File: config.mk
export PLATFORM = sky130hd
export DESIGN_NAME = sprite_renderer
export DESIGN_NICKNAME = d
export VERILOG_FILES = /design/src/rtl/sprite_renderer_pkg.sv /design/src/rtl/anim_frame_counter.sv /design/src/rtl/sprite_renderer.sv
export SDC_FILE = /design/constraint.sdc
export NUM_CORES = 1
export LEC_CHECK = 0
export CAP_MARGIN = 0
export CORE_UTILIZATION = 40
export CTS_CLUSTER_SIZE = 8
export DETAILED_ROUTE_END_ITERATION = 6
export GPL_ROUTABILITY_DRIVEN = 0
export PLACE_DENSITY_LB_ADDON = 0.3
export RECOVER_POWER = 25
export SYNTH_ARGS = -nofsm -noshare
export SYNTH_HDL_FRONTEND = slang
export SYNTH_SLANG_ARGS = --single-unit
File: constraint.sdc
create_clock -name clk -period 2.94 [get_ports clk]
set_input_delay 0.441 -clock clk [delete_from_list [all_inputs] [get_ports clk]]
set_output_delay 0.441 -clock clk [all_outputs]
set_load 0.01 [all_outputs]
File: src/rtl/sprite_renderer_pkg.sv
// Shared constants for the sprite renderer: colour/coordinate widths,
// sprite geometry and the transparency key.
package sprite_renderer_pkg;
  localparam int unsigned COLOR_W     = 12;
  localparam int unsigned COORD_W     = 12;
  localparam int unsigned SPRITE_LOG2 = 6;
  localparam int unsigned FRAME_LOG2  = 3;
  localparam int unsigned SPRITE_SIZE = 2 ** SPRITE_LOG2;
  localparam logic [COLOR_W-1:0] TRANS_COLOR = 12'hF0F;
endpackage

File: src/rtl/anim_frame_counter.sv
// Animation frame sequencer: counts enabled vsync ticks and advances the
// frame index once every ANIM_DIV ticks, wrapping over all frames.
module anim_frame_counter
  import sprite_renderer_pkg::*;
#(
  parameter int unsigned ANIM_DIV   = 8,
  parameter int unsigned FRAME_LOG2 = sprite_renderer_pkg::FRAME_LOG2
) (
  input  logic                  clk,
  input  logic                  reset,
  input  logic                  vsync_tick,
  input  logic                  anim_en,
  output logic [FRAME_LOG2-1:0] frame_idx
);
  logic [7:0] tick_cnt;

  always_ff @(posedge clk or posedge reset) begin
    if (reset) begin
      tick_cnt  <= '0;
      frame_idx <= '0;
    end else if (vsync_tick && anim_en) begin
      if (tick_cnt == 8'(ANIM_DIV - 1)) begin
        tick_cnt  <= '0;
        frame_idx <= frame_idx + 1'b1;
      end else begin
        tick_cnt <= tick_cnt + 8'd1;
      end
    end
  end
endmodule

File: src/rtl/sprite_renderer.sv
// Sprite window test, RAM address generation and 3-stage colour pipeline
// producing a transparency-keyed sprite pixel for the colorizer.
module sprite_renderer
  import sprite_renderer_pkg::*;
#(
  parameter int unsigned DATA_WIDTH  = sprite_renderer_pkg::COLOR_W,
  parameter int unsigned ADDR_WIDTH  = 15,
  parameter int unsigned SPRITE_LOG2 = sprite_renderer_pkg::SPRITE_LOG2,
  parameter int unsigned FRAME_LOG2  = sprite_renderer_pkg::FRAME_LOG2,
  parameter int unsigned ANIM_DIV    = 8,
  parameter logic [DATA_WIDTH-1:0] TRANS_COLOR = sprite_renderer_pkg::TRANS_COLOR
) (
  input  logic                  clk,
  input  logic                  reset,
  input  logic [COORD_W-1:0]    pixel_row,
  input  logic [COORD_W-1:0]    pixel_column,
  input  logic                  video_on,
  input  logic                  vsync_tick,
  input  logic [COORD_W-1:0]    sprite_x,
  input  logic [COORD_W-1:0]    sprite_y,
  input  logic                  flip_h,
  input  logic                  anim_en,
  output logic [ADDR_WIDTH-1:0] ram_addr,
  input  logic [DATA_WIDTH-1:0] ram_q,
  output logic [DATA_WIDTH-1:0] sprite_pixel,
  output logic                  sprite_hit,
  output logic [FRAME_LOG2-1:0] frame_idx
);
  logic [COORD_W-1:0]     sx, sy;
  logic                   flip;
  logic [COORD_W:0]       dx, dy;
  logic [SPRITE_LOG2-1:0] lx;
  logic                   in_win;
  logic                   v1, v2;

  // Position/flip only change at frame start so the sprite never tears.
  always_ff @(posedge clk or posedge reset) begin
    if (reset) begin
      sx   <= '0;
      sy   <= '0;
      flip <= 1'b0;
    end else if (vsync_tick) begin
      sx   <= sprite_x;
      sy   <= sprite_y;
      flip <= flip_h;
    end
  end

  anim_frame_counter #(
    .ANIM_DIV   (ANIM_DIV),
    .FRAME_LOG2 (FRAME_LOG2)
  ) u_anim (
    .clk        (clk),
    .reset      (reset),
    .vsync_tick (vsync_tick),
    .anim_en    (anim_en),
    .frame_idx  (frame_idx)
  );

  // The extra MSB of dx/dy is the borrow; folding it into the upper-bits
  // zero test rejects both negative offsets and offsets past the sprite edge.
  always_comb begin
    dx     = {1'b0, pixel_column} - {1'b0, sx};
    dy     = {1'b0, pixel_row} - {1'b0, sy};
    in_win = video_on && (dx[COORD_W:SPRITE_LOG2] == '0) && (dy[COORD_W:SPRITE_LOG2] == '0);
    lx     = flip ? ~dx[SPRITE_LOG2-1:0] : dx[SPRITE_LOG2-1:0];
  end

  always_ff @(posedge clk or posedge reset) begin
    if (reset) begin
      ram_addr     <= '0;
      v1           <= 1'b0;
      v2           <= 1'b0;
      sprite_hit   <= 1'b0;
      sprite_pixel <= '0;
    end else begin
      if (in_win)
        ram_addr <= {frame_idx, dy[SPRITE_LOG2-1:0], lx};
      v1 <= in_win;
      v2 <= v1;
      sprite_hit   <= v2 && (ram_q != TRANS_COLOR);
      sprite_pixel <= (v2 && (ram_q != TRANS_COLOR)) ? ram_q : '0;
    end
  end
endmodule

==> flow_metrics.tcl <==
set metrics [dict create \
    clk_path_buf_depth 2 \
    yosysSeqAreaShare 0.4385 \
    ys_ff_latch 66 \
    slew_violations 0 \
    synth-warning-count 0 \
    synthCells 381 \
    fin_nets 637 \
    drt_pass1_iterations 4 \
    rsz0062_at_grt "yes" \
    grt_pass1_vias 3382 \
    ys.flop_type "dfrtp_1" \
    dpl.cell_count 631 \
    grt-busiest-layer "met2" \
    critPathMaxStageDelay_ns 0.51 \
    syn_to_final_growth_pct 52.52 \
    crit_chain "clkdlybuf4s50_1, ha_4, buf_4, buf_4, a21oi_1, o21ai_1, or3_4, a2111o_1, nor4_4, buf_4, clkbuf_16, mux2_2" \
    yosysMostFrequentCell "dfrtp_1" \
    initial_core_util 0.4095 \
    dieWidth_um 99.03 \
    core_area_sq_um 9196 \
    drt_first_iter_violations 141 \
    cp_data_required_time_ns 3.17 \
    synth_common_cells "dfrtp_1, nand2_1, inv_1" \
    diodes 0 \
    grt_use_met3 0.03546 \
    insertion_delay_ns 0.34 \
    whs_path_depth 0 \
    grt_pass1_wl_um 15100 \
    synth_area_leaders "dfrtp_1, ha_1, mux2_2, o21ai_0, xnor2_1" \
    ys_types 58 \
    chipHeight_um 99.03 \
    p_leak_nw 2.643 \
    path_clk_slew_ns 0.08 \
    dpl.hpwl_um 6681 \
    setup_ws_ns -0.1994 \
    max_freq_mhz 318.5 \
    use_met2 0.3378 \
    cts_buffers 9 \
    setup_violations 16 \
    avgRoutedWirePerCell_um 13.57 \
    grt-ovfl-total 0 \
    port_buffers 96 \
    cp_max_fo 7 \
    vdd_drop_max_uv 228.0 \
    syn_nets 475 \
    cap_violations 0 \
    num_rows 35 \
    reg2reg_from "sy[11]$_DFFE_PP0P_" \
    drc 0 \
    crit_path_frequent_cell "buf_4" \
    holdPathEnd "v2$_DFF_PP0_" \
    r2r_cells 10 \
    clockRootBuffer "clkbuf_8" \
    synth_top_area_share 0.4385 \
    skew_ns 0.01061 \
    path_delay_family "buffers and inverters" \
    critPathCaptureType "flip-flop" \
    crit_type "primary input to flip-flop" \
    yosys.area.top_type "dfrtp_1" \
    antenna_left 0 \
    cts_sinks 66 \
    timing.rr.end "ram_addr[0]$_DFFE_PP0P_" \
    antenna_found_initial 0 \
    arrival_ns 3.37 \
    min_from "v1$_DFF_PP0_" \
    synth_area_sq_um 3766 \
    synth_area_per_cell_sq_um 9.885 \
    async_flop_share 1.000 \
    finalNonFillerCells 659 \
    failed_checks "negative setup slack" \
    period_share 1.068 \
    path_buf_inv 5 \
    die-area_sq_um 9807 \
    fin_util 0.6246 \
    hold_violations 0 \
    slew_headroom 0.2173 \
    vias_per_cell 5.029 \
    min-delay-path-class "flip-flop to flip-flop" \
    drive_gt1_frac 0.2281 \
    power_w 0.002674 \
    met1_usage 0.2420 \
    outcome "finished, violations left" \
    grt_max_degree 48 \
    critPathSlowestCell "clkdlybuf4s50_1" \
    period_minus_slack_ns 3.139 \
    worstMarginPinSlew_ns 1.173 \
    cts_tree "done" \
    synth_edf_count 0 \
    r2r_slack_ns -0.19 \
    htree_levels 3 \
    ios 97 \
    wl_um 8941 \
    pre_cts_slack_ns -0.6753 \
    startpoint_type "primary input" \
    vias 3314 \
    grt_usage 0.1944 \
    powerDensity_nw_per_um2 465.6 \
]
-- state kept, by name, summed over array words and instances, names as in the netlist --
register	cells
sprite_hit	1
sprite_pixel	12
v1	1
u_anim.tick_cnt	8
flip	1
sy	12
u_anim.frame_idx	3
sx	12
v2	1
ram_addr	15
-- layout make-up --
type                    count  area (sq um)
fillers                   776          3452
clock buffers              11         141.4
clock inverters             5         62.56
flip-flops and latches     66          1652
multi-input cells         269          2137
well taps                 111         138.9
repair buffers            162          1481
inverters                  35         131.4
-- timing repair --
action,in CTS,in global routing
resized for setup,22,16
pin swaps,5,12
hold buffers,0,0
buffers inserted,6,5
endpoints found under the hold margin,0,0
setup endpoints to repair,16,16
cloned,1,0
-- logic make-up (layout without fill, tap and decap cells) --
logic type	Yosys count	after routing	share of synthesized area
flip-flops	66	66	0.4385
multiplexers	21	21	0.06213
AND/OR/NAND/NOR	115	115	0.1628
adder cells (fa/ha/maj)	28	28	0.09701
XOR/XNOR	24	24	0.05581
AO/OA/AOI/OAI	81	81	0.1352
buffers and inverters	46	213	0.04851
-- power by group --
part | internal (W) | leakage (nW) | switching [W]
Sequential | 0.000981 | 0.857 | 0.0000626
Clock | 0.000420 | 0.0962 | 0.000372
Combinational | 0.000459 | 1.69 | 0.000380
-- metal layers --
metal | routed length [um] | part of all wire | vias to the layer above
met5 | 0 | 0 | -
met4 | 119 | 0.013 | 0
met3 | 387 | 0.043 | 12
met2 | 4415 | 0.49 | 92
met1 | 4020 | 0.45 | 1558
li1 | - | - | 1652
-- layout by cell type (no fill, tap or decap), drive strengths merged, types with 4 or more instances in the layout --
master,n
and2,14
nor4,4
ha,26
a21o,4
nand2b,6
dlygate4sd2,6
o21ai,33
xor2,6
dfrtp,66
dlygate4sd3,4
mux2,19
nor2b,6
nand4,6
nor3,5
nand3,4
nand2,37
buf,64
clkdlybuf4s50,84
inv,36
nor2,18
xnor2,18
a21oi,18
clkbuf,13
-- worst register-to-register path: cells and delay by family, from the launching register on --
kind                       cells  cell delay (ns)
and+or+nand+nor                3             1.14
AOI/OAI and AO/OA              2             0.59
muxes                          1             0.32
DFF                            1             0.38
adders and majority gates      1             0.21
buffers and inverters          3             0.38
-- worst max path at each step --
stage	startpoint	to	slack, ns	depth (start not counted)
after floorplan	pixel_column[10]	ram_addr[0]$_DFFE_PP0P_	-0.15	10
after global placement	pixel_row[11]	ram_addr[8]$_DFFE_PP0P_	-0.62	9
after detailed placement	pixel_row[11]	ram_addr[8]$_DFFE_PP0P_	-0.68	9
after CTS	sy[11]$_DFFE_PP0P_	ram_addr[7]$_DFFE_PP0P_	-0.25	9
after global routing	sy[11]$_DFFE_PP0P_	ram_addr[9]$_DFFE_PP0P_	-0.27	10
final	pixel_column[8]	ram_addr[0]$_DFFE_PP0P_	-0.20	12
-- metrics by stage --
stage	setup TNS (ns)	instance area, sq um	hold slack [ns]
finish	-2.731	5744	0.3535
global placement	-9.699	5331	0.3377
global route	-3.914	5744	0.3590
floorplan	-1.364	3865	0.3312
CTS	-3.485	5667	0.3530
detailed placement	-10.26	5331	0.3347
No activity file was read; power rests on OpenSTA's default activity.
